--- config.mk ---
export PLATFORM = sky130hd
export DESIGN_NAME = sm83_ir_ctrl_flat
export DESIGN_NICKNAME = d
export VERILOG_FILES = /design/src/rtl/sm83_pkg.sv /design/src/rtl/sm83_ir_ctrl_if.sv /design/src/rtl/sm83_ime.sv /design/src/rtl/sm83_ir_ctrl.sv /design/src/flat_wrapper.sv
export SDC_FILE = /design/constraint.sdc
export NUM_CORES = 1
export LEC_CHECK = 0
export ABC_AREA = 1
export ABC_CLOCK_PERIOD_IN_PS = 1500
export CORE_MARGIN = 2
export CORE_UTILIZATION = 45
export CTS_BUF_LIST = sky130_fd_sc_hd__clkbuf_4
export CTS_CLUSTER_SIZE = 30
export DETAILED_ROUTE_END_ITERATION = 8
export GPL_TIMING_DRIVEN = 0
export PLACE_DENSITY = 0.83
export SLEW_MARGIN = 40
export SYNTH_ARGS = -nofsm -noshare
export SYNTH_HDL_FRONTEND = slang
export SYNTH_HIERARCHICAL = 1
export SYNTH_SLANG_ARGS = --single-unit
--- constraint.sdc ---
create_clock -name clk -period 1.5 [get_ports clk]
set_input_delay 0.225 -clock clk [delete_from_list [all_inputs] [get_ports clk]]
set_output_delay 0.225 -clock clk [all_outputs]
set_load 0.02 [all_outputs]
--- src/rtl/sm83_pkg.sv ---
// -----------------------------------------------------------------------------
// sm83_pkg
//   Shared constants and types for the SM83 instruction-register / fetch
//   control slice.
//   Contents:
//     OPC_PREFIX_CB  CB prefix opcode byte
//     OPC_NOP        NOP opcode byte
//     ir_state_t     fetch-control FSM states (RUN, HALT, INTR)
//     is_alu_op()    8-bit ALU opcode classifier used for the in_alu flag
// -----------------------------------------------------------------------------
package sm83_pkg;

   localparam logic [7:0] OPC_PREFIX_CB = 8'hCB;
   localparam logic [7:0] OPC_NOP       = 8'h00;

   typedef enum logic [1:0] {
      RUN  = 2'd0,
      HALT = 2'd1,
      INTR = 2'd2
   } ir_state_t;

   // 8-bit ALU group: 10_xxx_rrr (register operand) and 11_xxx_110
   // (immediate operand). Only meaningful in the unprefixed bank.
   function automatic logic is_alu_op(input logic [7:0] op, input logic cb);
      return !cb && ((op[7:6] == 2'b10) ||
                     ((op[7:6] == 2'b11) && (op[2:0] == 3'b110)));
   endfunction

endpackage

--- src/rtl/sm83_ir_ctrl_if.sv ---
// -----------------------------------------------------------------------------
// sm83_ir_ctrl_if
//   Bundle between the fetch/M-cycle sequencer and the instruction-register
//   control block.
//   Sequencer -> IR control : data_in, fetch_done, op_done, int_pending,
//                             ei_op, di_op, reti_op, halt_op
//   IR control -> decoder   : opcode, bank_cb, intr_entry, in_alu, ime,
//                             halted, pc_inc
//   Modports:
//     master  sequencer side (drives strobes, observes IR state)
//     slave   IR control side (sm83_ir_ctrl)
// -----------------------------------------------------------------------------
interface sm83_ir_ctrl_if;

   logic [7:0] data_in;
   logic       fetch_done;
   logic       op_done;
   logic       int_pending;
   logic       ei_op;
   logic       di_op;
   logic       reti_op;
   logic       halt_op;

   logic [7:0] opcode;
   logic       bank_cb;
   logic       intr_entry;
   logic       in_alu;
   logic       ime;
   logic       halted;
   logic       pc_inc;

   modport master (
      output data_in, fetch_done, op_done, int_pending,
             ei_op, di_op, reti_op, halt_op,
      input  opcode, bank_cb, intr_entry, in_alu, ime, halted, pc_inc
   );

   modport slave (
      input  data_in, fetch_done, op_done, int_pending,
             ei_op, di_op, reti_op, halt_op,
      output opcode, bank_cb, intr_entry, in_alu, ime, halted, pc_inc
   );

endinterface

--- src/rtl/sm83_ime.sv ---
// -----------------------------------------------------------------------------
// sm83_ime
//   Interrupt master enable with the one-instruction EI delay.
//   Ports:
//     clk, reset_n   core clock, asynchronous active-low reset
//     op_done        last M-cycle of the current instruction
//     fetch_done     an opcode fetch completes (already qualified by RUN)
//     ei_op, di_op, reti_op   instruction strobes, sampled at op_done
//     dispatch       interrupt is being taken this cycle
//     ime            interrupt master enable (registered)
//   Priority at op_done: DI > RETI > EI. op_done effects override the
//   delayed-EI fetch effect when both land in the same cycle; dispatch
//   always leaves IME cleared.
// -----------------------------------------------------------------------------
module sm83_ime (
   input  logic clk,
   input  logic reset_n,
   input  logic op_done,
   input  logic fetch_done,
   input  logic ei_op,
   input  logic di_op,
   input  logic reti_op,
   input  logic dispatch,
   output logic ime
);

   logic ime_q, ime_d;
   logic ei_dly_q, ei_dly_d;

   always_comb begin
      ime_d    = ime_q;
      ei_dly_d = ei_dly_q;

      // Delayed EI lands on the fetch of the instruction after EI. dispatch
      // in this cycle was computed from the old ime, so that one
      // instruction always runs before an interrupt can be taken.
      if (fetch_done && ei_dly_q) begin
         ime_d    = 1'b1;
         ei_dly_d = 1'b0;
      end

      if (op_done) begin
         if (di_op) begin
            ime_d    = 1'b0;
            ei_dly_d = 1'b0;
         end else if (reti_op) begin
            ime_d = 1'b1;
         end else if (ei_op) begin
            ei_dly_d = 1'b1;
         end
      end

      if (dispatch) begin
         ime_d    = 1'b0;
         ei_dly_d = 1'b0;
      end
   end

   always_ff @(posedge clk or negedge reset_n) begin
      if (!reset_n) begin
         ime_q    <= 1'b0;
         ei_dly_q <= 1'b0;
      end else begin
         ime_q    <= ime_d;
         ei_dly_q <= ei_dly_d;
      end
   end

   assign ime = ime_q;

endmodule

--- src/rtl/sm83_ir_ctrl.sv ---
// -----------------------------------------------------------------------------
// sm83_ir_ctrl
//   Instruction register and fetch control of the SM83 core. Latches the
//   fetched opcode and tracks the CB bank, interrupt-entry pseudo-op,
//   IME / EI delay and HALT, feeding the opcode decoder with registered
//   opcode, bank_cb, intr_entry and in_alu.
//   Parameters:
//     RESET_OPCODE   opcode after reset and on interrupt entry (NOP)
//   Ports:
//     clk            core clock, all state on posedge
//     reset_n        asynchronous active-low reset
//     bus            sm83_ir_ctrl_if.slave (strobes in, IR state out;
//                    pc_inc is the only combinational output)
//   Build option:
//     SM83_HALT_BUG_EN  when defined, HALT with a pending interrupt and
//                       IME=0 sets hbug so the next fetch does not
//                       advance PC (the byte after HALT is read twice).
// -----------------------------------------------------------------------------
module sm83_ir_ctrl
   import sm83_pkg::*;
#(
   parameter logic [7:0] RESET_OPCODE = OPC_NOP
) (
   input  logic            clk,
   input  logic            reset_n,
   sm83_ir_ctrl_if.slave   bus
);

   ir_state_t  state_q, state_d;
   logic [7:0] opcode_q, opcode_d;
   logic       bank_cb_q, bank_cb_d;
   logic       intr_entry_q, intr_entry_d;
   logic       in_alu_q, in_alu_d;
   logic       halted_q, halted_d;
   logic       hbug_q, hbug_d;

   logic       fetch_ok;
   logic       cb_pending;
   logic       dispatch;
   logic       halt_req;
   logic       ime;

   // Fetches only count while running; in HALT the opcode is held and in
   // INTR the dispatch sequence owns the bus.
   assign fetch_ok   = bus.fetch_done && (state_q == RUN);

   // The current opcode is a CB prefix whose suffix has not been fetched
   // yet; no interrupt may split the pair.
   assign cb_pending = (opcode_q == OPC_PREFIX_CB) && !bank_cb_q && !intr_entry_q;

   assign dispatch   = fetch_ok && bus.int_pending && ime && !cb_pending;
   assign halt_req   = bus.op_done && bus.halt_op && (state_q == RUN);

   sm83_ime u_ime (
      .clk        (clk),
      .reset_n    (reset_n),
      .op_done    (bus.op_done),
      .fetch_done (fetch_ok),
      .ei_op      (bus.ei_op),
      .di_op      (bus.di_op),
      .reti_op    (bus.reti_op),
      .dispatch   (dispatch),
      .ime        (ime)
   );

   always_comb begin
      state_d      = state_q;
      opcode_d     = opcode_q;
      bank_cb_d    = bank_cb_q;
      intr_entry_d = intr_entry_q;
      in_alu_d     = in_alu_q;
      halted_d     = halted_q;
      hbug_d       = hbug_q;

      case (state_q)
         RUN: begin
            if (fetch_ok) begin
               hbug_d = 1'b0;
            end

            if (fetch_ok && !dispatch) begin
               opcode_d  = bus.data_in;
               bank_cb_d = cb_pending;
               in_alu_d  = is_alu_op(bus.data_in, cb_pending);
            end

            if (halt_req) begin
`ifdef SM83_HALT_BUG_EN
               if (bus.int_pending && !ime) begin
                  hbug_d = 1'b1;
               end else begin
                  state_d  = HALT;
                  halted_d = 1'b1;
               end
`else
               if (!(bus.int_pending && !ime)) begin
                  state_d  = HALT;
                  halted_d = 1'b1;
               end
`endif
            end

            // Interrupt entry replaces the fetched byte with a NOP pseudo-op.
            if (dispatch) begin
               state_d      = INTR;
               opcode_d     = RESET_OPCODE;
               bank_cb_d    = 1'b0;
               in_alu_d     = 1'b0;
               intr_entry_d = 1'b1;
               halted_d     = 1'b0;
            end
         end

         HALT: begin
            // Wake on any pending interrupt; whether it is taken is decided
            // by ime at the next fetch.
            if (bus.int_pending) begin
               state_d  = RUN;
               halted_d = 1'b0;
            end
         end

         INTR: begin
            if (bus.op_done) begin
               state_d      = RUN;
               intr_entry_d = 1'b0;
            end
         end

         default: begin
            state_d = RUN;
         end
      endcase
   end

   always_ff @(posedge clk or negedge reset_n) begin
      if (!reset_n) begin
         state_q      <= RUN;
         opcode_q     <= RESET_OPCODE;
         bank_cb_q    <= 1'b0;
         intr_entry_q <= 1'b0;
         in_alu_q     <= 1'b0;
         halted_q     <= 1'b0;
         hbug_q       <= 1'b0;
      end else begin
         state_q      <= state_d;
         opcode_q     <= opcode_d;
         bank_cb_q    <= bank_cb_d;
         intr_entry_q <= intr_entry_d;
         in_alu_q     <= in_alu_d;
         halted_q     <= halted_d;
         hbug_q       <= hbug_d;
      end
   end

   assign bus.opcode     = opcode_q;
   assign bus.bank_cb    = bank_cb_q;
   assign bus.intr_entry = intr_entry_q;
   assign bus.in_alu     = in_alu_q;
   assign bus.ime        = ime;
   assign bus.halted     = halted_q;
   assign bus.pc_inc     = fetch_ok && !dispatch && !hbug_q;

endmodule

--- src/flat_wrapper.sv ---
// flat-port wrapper written by rule: the top's interface ports become plain ports
module sm83_ir_ctrl_flat import sm83_pkg::*;
#(
   parameter logic [7:0] RESET_OPCODE = OPC_NOP
)
  (clk, reset_n, bus_data_in, bus_fetch_done, bus_op_done, bus_int_pending, bus_ei_op, bus_di_op, bus_reti_op, bus_halt_op, bus_opcode, bus_bank_cb, bus_intr_entry, bus_in_alu, bus_ime, bus_halted, bus_pc_inc);
  sm83_ir_ctrl_if bus_i ();
  input  logic clk;
  input  logic reset_n;
  input wire logic [$bits(bus_i.data_in)-1:0] bus_data_in;
  input wire logic [$bits(bus_i.fetch_done)-1:0] bus_fetch_done;
  input wire logic [$bits(bus_i.op_done)-1:0] bus_op_done;
  input wire logic [$bits(bus_i.int_pending)-1:0] bus_int_pending;
  input wire logic [$bits(bus_i.ei_op)-1:0] bus_ei_op;
  input wire logic [$bits(bus_i.di_op)-1:0] bus_di_op;
  input wire logic [$bits(bus_i.reti_op)-1:0] bus_reti_op;
  input wire logic [$bits(bus_i.halt_op)-1:0] bus_halt_op;
  output wire logic [$bits(bus_i.opcode)-1:0] bus_opcode;
  output wire logic [$bits(bus_i.bank_cb)-1:0] bus_bank_cb;
  output wire logic [$bits(bus_i.intr_entry)-1:0] bus_intr_entry;
  output wire logic [$bits(bus_i.in_alu)-1:0] bus_in_alu;
  output wire logic [$bits(bus_i.ime)-1:0] bus_ime;
  output wire logic [$bits(bus_i.halted)-1:0] bus_halted;
  output wire logic [$bits(bus_i.pc_inc)-1:0] bus_pc_inc;
  assign bus_i.data_in = bus_data_in;
  assign bus_i.fetch_done = bus_fetch_done;
  assign bus_i.op_done = bus_op_done;
  assign bus_i.int_pending = bus_int_pending;
  assign bus_i.ei_op = bus_ei_op;
  assign bus_i.di_op = bus_di_op;
  assign bus_i.reti_op = bus_reti_op;
  assign bus_i.halt_op = bus_halt_op;
  assign bus_opcode = bus_i.opcode;
  assign bus_bank_cb = bus_i.bank_cb;
  assign bus_intr_entry = bus_i.intr_entry;
  assign bus_in_alu = bus_i.in_alu;
  assign bus_ime = bus_i.ime;
  assign bus_halted = bus_i.halted;
  assign bus_pc_inc = bus_i.pc_inc;
  sm83_ir_ctrl #(.RESET_OPCODE(RESET_OPCODE)) u_core (.clk(clk), .reset_n(reset_n), .bus(bus_i));
endmodule
==> summary.md <==
| Metric | Value |
|---|---|
| Critical path type | `reg -> out` |
| Post-layout util | `74.20%` |
| CTS Buffer Depth | `2` |
| Layout cells sized above 1 | `18.00%` |
| Vias | `808` |
| First-pass GRT wire length | `2918 um` |
| Critical Path End | `bus_pc_inc` |
| Gr ovfl total | `0` |
| Setup crit start kind | `register` |
| Skew-Pair Late Insertion Delay | `0.28 ns` |
| Seq/Total Area, Yosys | `48.85%` |
| Synth unique cells | `18` |
| CTS Buf Count | `3` |
| Design area | `1281 um2` |
| Synth Cell Area | `819.5 um2` |
| Critical path capture point type | `primary output` |
| Layout fillers | `127` |
| GRT Util Overall | `19.42%` |
| Vias per cell | `around 4.6` |
| Iteration-0 DRC count of the detailed router | `12` |
| R2R setup slack | `0.01 ns` |
| Clk_skew | `0.007799 ns` |
| RSZ-0062 raised after global routing | `true` |
| Die Area | `2179 um2` |
| Crit path from | `u_core/state_q[0]$_DFFE_PN0P_` |
| TritonCTS sink count | `16` |
| Core outline area | `1727 um2` |
| Slew HR | `between 70 and 80%` |
| Final worst path period need | `around 1.6 ns` |
| Vias in the first global route | `721` |
| Final TNS setup | `-0.08692 ns` |
| Lkg Pwr | `0.7445 nW` |
| Non-filler cells in the finished layout | `approximately 180` |
| Dpl hpwl | `1357 um` |
| Pin count of the biggest net entering global routing | `17` |
| Type of the worst min-delay path | `in -> async` |
| Final max-slew violation count | `0` |
| Net count, final | `168` |
| Crit Path Max Fanout | `4` |
| FF-to-FF Start | `u_core/bus.opcode[4]$_DFFE_PN0P_` |
| Worst Path Required | `1.27 ns` |
| DRT antenna net count | `0` |
| Number of max-cap violations | `0` |
| Drt drc | `0` |
| Synth Instances | `103` |
| Failing checks | `negative setup slack` |
| Setup Viol. Count Final | `1` |
| #FFs+latches synth | `16` |
| CTS tree | `done` |
| Reg-to-reg endpoint | `u_core/bus.halted$_DFFE_PN0P_` |
| Status | `complete, but fails checks` |
| Die height | `46.68 um` |
| WL/cell | `approximately 11 um` |
| Placed cells | `158` |
| WL final | `1947 um` |
| Syn Nets | `120` |
| FF-to-FF path depth | `9` |
| FP Rows | `15` |
| Max IR drop VDD | `around 1000 uV` |
| H-tree depth reported by CTS | `1` |
| Final Hold Fails | `0` |
| Final period util | `105.8%` |
| CP arrival | `approximately 1.4 ns` |
| I/O Buffers | `30` |
| Initial antenna violation count | `0` |
| Die width | `between 40 and 50 um` |
| Starting Density | `47.46%` |
| Antenna diodes | `0` |
| Syn avg cell area | `7.957 um2` |
| PwrDens | `about 1400 nW/um2` |
| Fin worst setup slack | `-0.08692 ns` |
| Root Buffer | `clkbuf_4` |
| Slew @ Worst Pin | `0.3624 ns` |
| Area grow syn2layout | `56.34%` |
| Fmax | `630.2 MHz` |
| First-pass DRT Iterations | `4` |
| Synth Warn # | `6` |
| DP Area | `approximately 1200 um2` |
| RePlAce Congestion | `roughly 0.78` |
| Clk slew on worst S/H paths | `around 0.1 ns` |
| I/O pins | `31` |
[what timing repair did]
item	4_1_cts	5_1_grt
pin swaps	5	6
setup buffers	10	2
endpoints found under the setup margin	10	8
gates resized for setup	15	7
endpoints found under the hold margin	0	16
hold buffers	0	1
[cell type report]
class	instances	area, um2	share of cell area (%)
Clock buffer	3	22.52	1.758
Sequential cell	16	400.4	31.25
Timing Repair Buffer	43	399.1	31.15
Clock inverter	1	3.754	0.2930
Multi-Input combinational cell	66	341.6	26.66
Tap cell	25	31.28	2.441
Inverter	21	82.58	6.445
[critical path, stage by stage, from the launching register on]
cell and delay, ns:
dfrtp_1 0.43, nor2_4 0.15, nand2_4 0.10, nor2_8 0.11, nand2_4 0.06, nand2_4 0.07, inv_4 0.04, buf_6 0.12
[power by group]
| part | internal, mW | switching (mW) |
|---|---|---|
| Sequential | 0.567 | 0.0959 |
| Combinational | 0.390 | 0.485 |
| Clock | 0.0965 | 0.134 |
| Total | 1.05 | 0.715 |
[cells in the mapped netlist, drive strengths merged]
| library cell | n | area [um2] |
|---|---|---|
| o21ai | 7 | 35.03 |
| nor2 | 7 | 50.05 |
| inv | 20 | 77.58 |
| nand2 | 39 | 168.9 |
| nand3 | 5 | 30.03 |
| dfrtp | 16 | 400.4 |
| clkinv | 1 | 5.000 |
| a21oi | 2 | 10.01 |
| nand4 | 2 | 12.51 |
| nand3b | 2 | 15.01 |
| a21boi | 1 | 7.510 |
| o31ai | 1 | 7.510 |
[sequential cells by signal (all words and copies together) (netlist names)]
register               cells
u_core/u_ime/ei_dly_q      1
u_core/bus.in_alu          1
u_core/bus.halted          1
u_core/bus.intr_entry      1
u_core/bus.opcode          8
u_core/u_ime/ime           1
u_core/bus.bank_cb         1
u_core/state_q             2
[worst min-delay path by stage]
stage,endpoint,cells after the start,startpoint
2_1_floorplan,u_core/bus.bank_cb$_DFFE_PN0P_,0,reset_n
3_3_place_gp,u_core/bus.halted$_DFFE_PN0P_,2,u_core/bus.halted$_DFFE_PN0P_
3_5_place_dp,u_core/bus.halted$_DFFE_PN0P_,2,u_core/bus.halted$_DFFE_PN0P_
4_1_cts,u_core/bus.opcode[2]$_DFFE_PN0P_,1,reset_n
5_1_grt,u_core/bus.opcode[2]$_DFFE_PN0P_,2,reset_n
6_report,u_core/bus.bank_cb$_DFFE_PN0P_,2,reset_n
[through the flow]
stage	hold WS (ns)	worst slack (ns)	total power, mW
detailed placement	0.4637	-0.5032	1.507
global placement	0.4636	-0.4885	1.487
floorplan	-0.07059	0.2147	1.122
CTS	0.3860	-0.09203	1.765
finish	0.3734	-0.08692	1.768
global route	0.4095	-0.1771	1.902
[cell usage in the layout, fill, tap and decap left out, drive strengths merged, types with 2 or more instances in the layout]
cell type,count
nand4,2
dfrtp,16
dlygate4sd2,9
nand3,5
clkinv,2
nor2,7
dlymetal6s2s,4
nand2,39
nand3b,2
o21ai,7
clkdlybuf4s50,15
inv,20
buf,14
clkbuf,3
a21oi,2
[layer usage]
metal / routed length [um] / vias up / global-route usage [%] / share of wire [%]
met2: 966 / 29 / 34.72 / 50
met4: 30 / 0 / 8.333 / 1.5
met5: 0 / - / 0 / 0
li1: - / 407 / - / -
met3: 107 / 4 / 4.706 / 5.5
met1: 843 / 368 / 21.63 / 43
[kinds of logic after synthesis]
kind of cell	after synthesis	share of synthesized area [%]
AOI/OAI and AO/OA	11	7.329
DFF	16	48.85
buffers and inverters	21	10.08
and+or+nand+nor	55	33.74
Power figures use the tool's default switching activity.
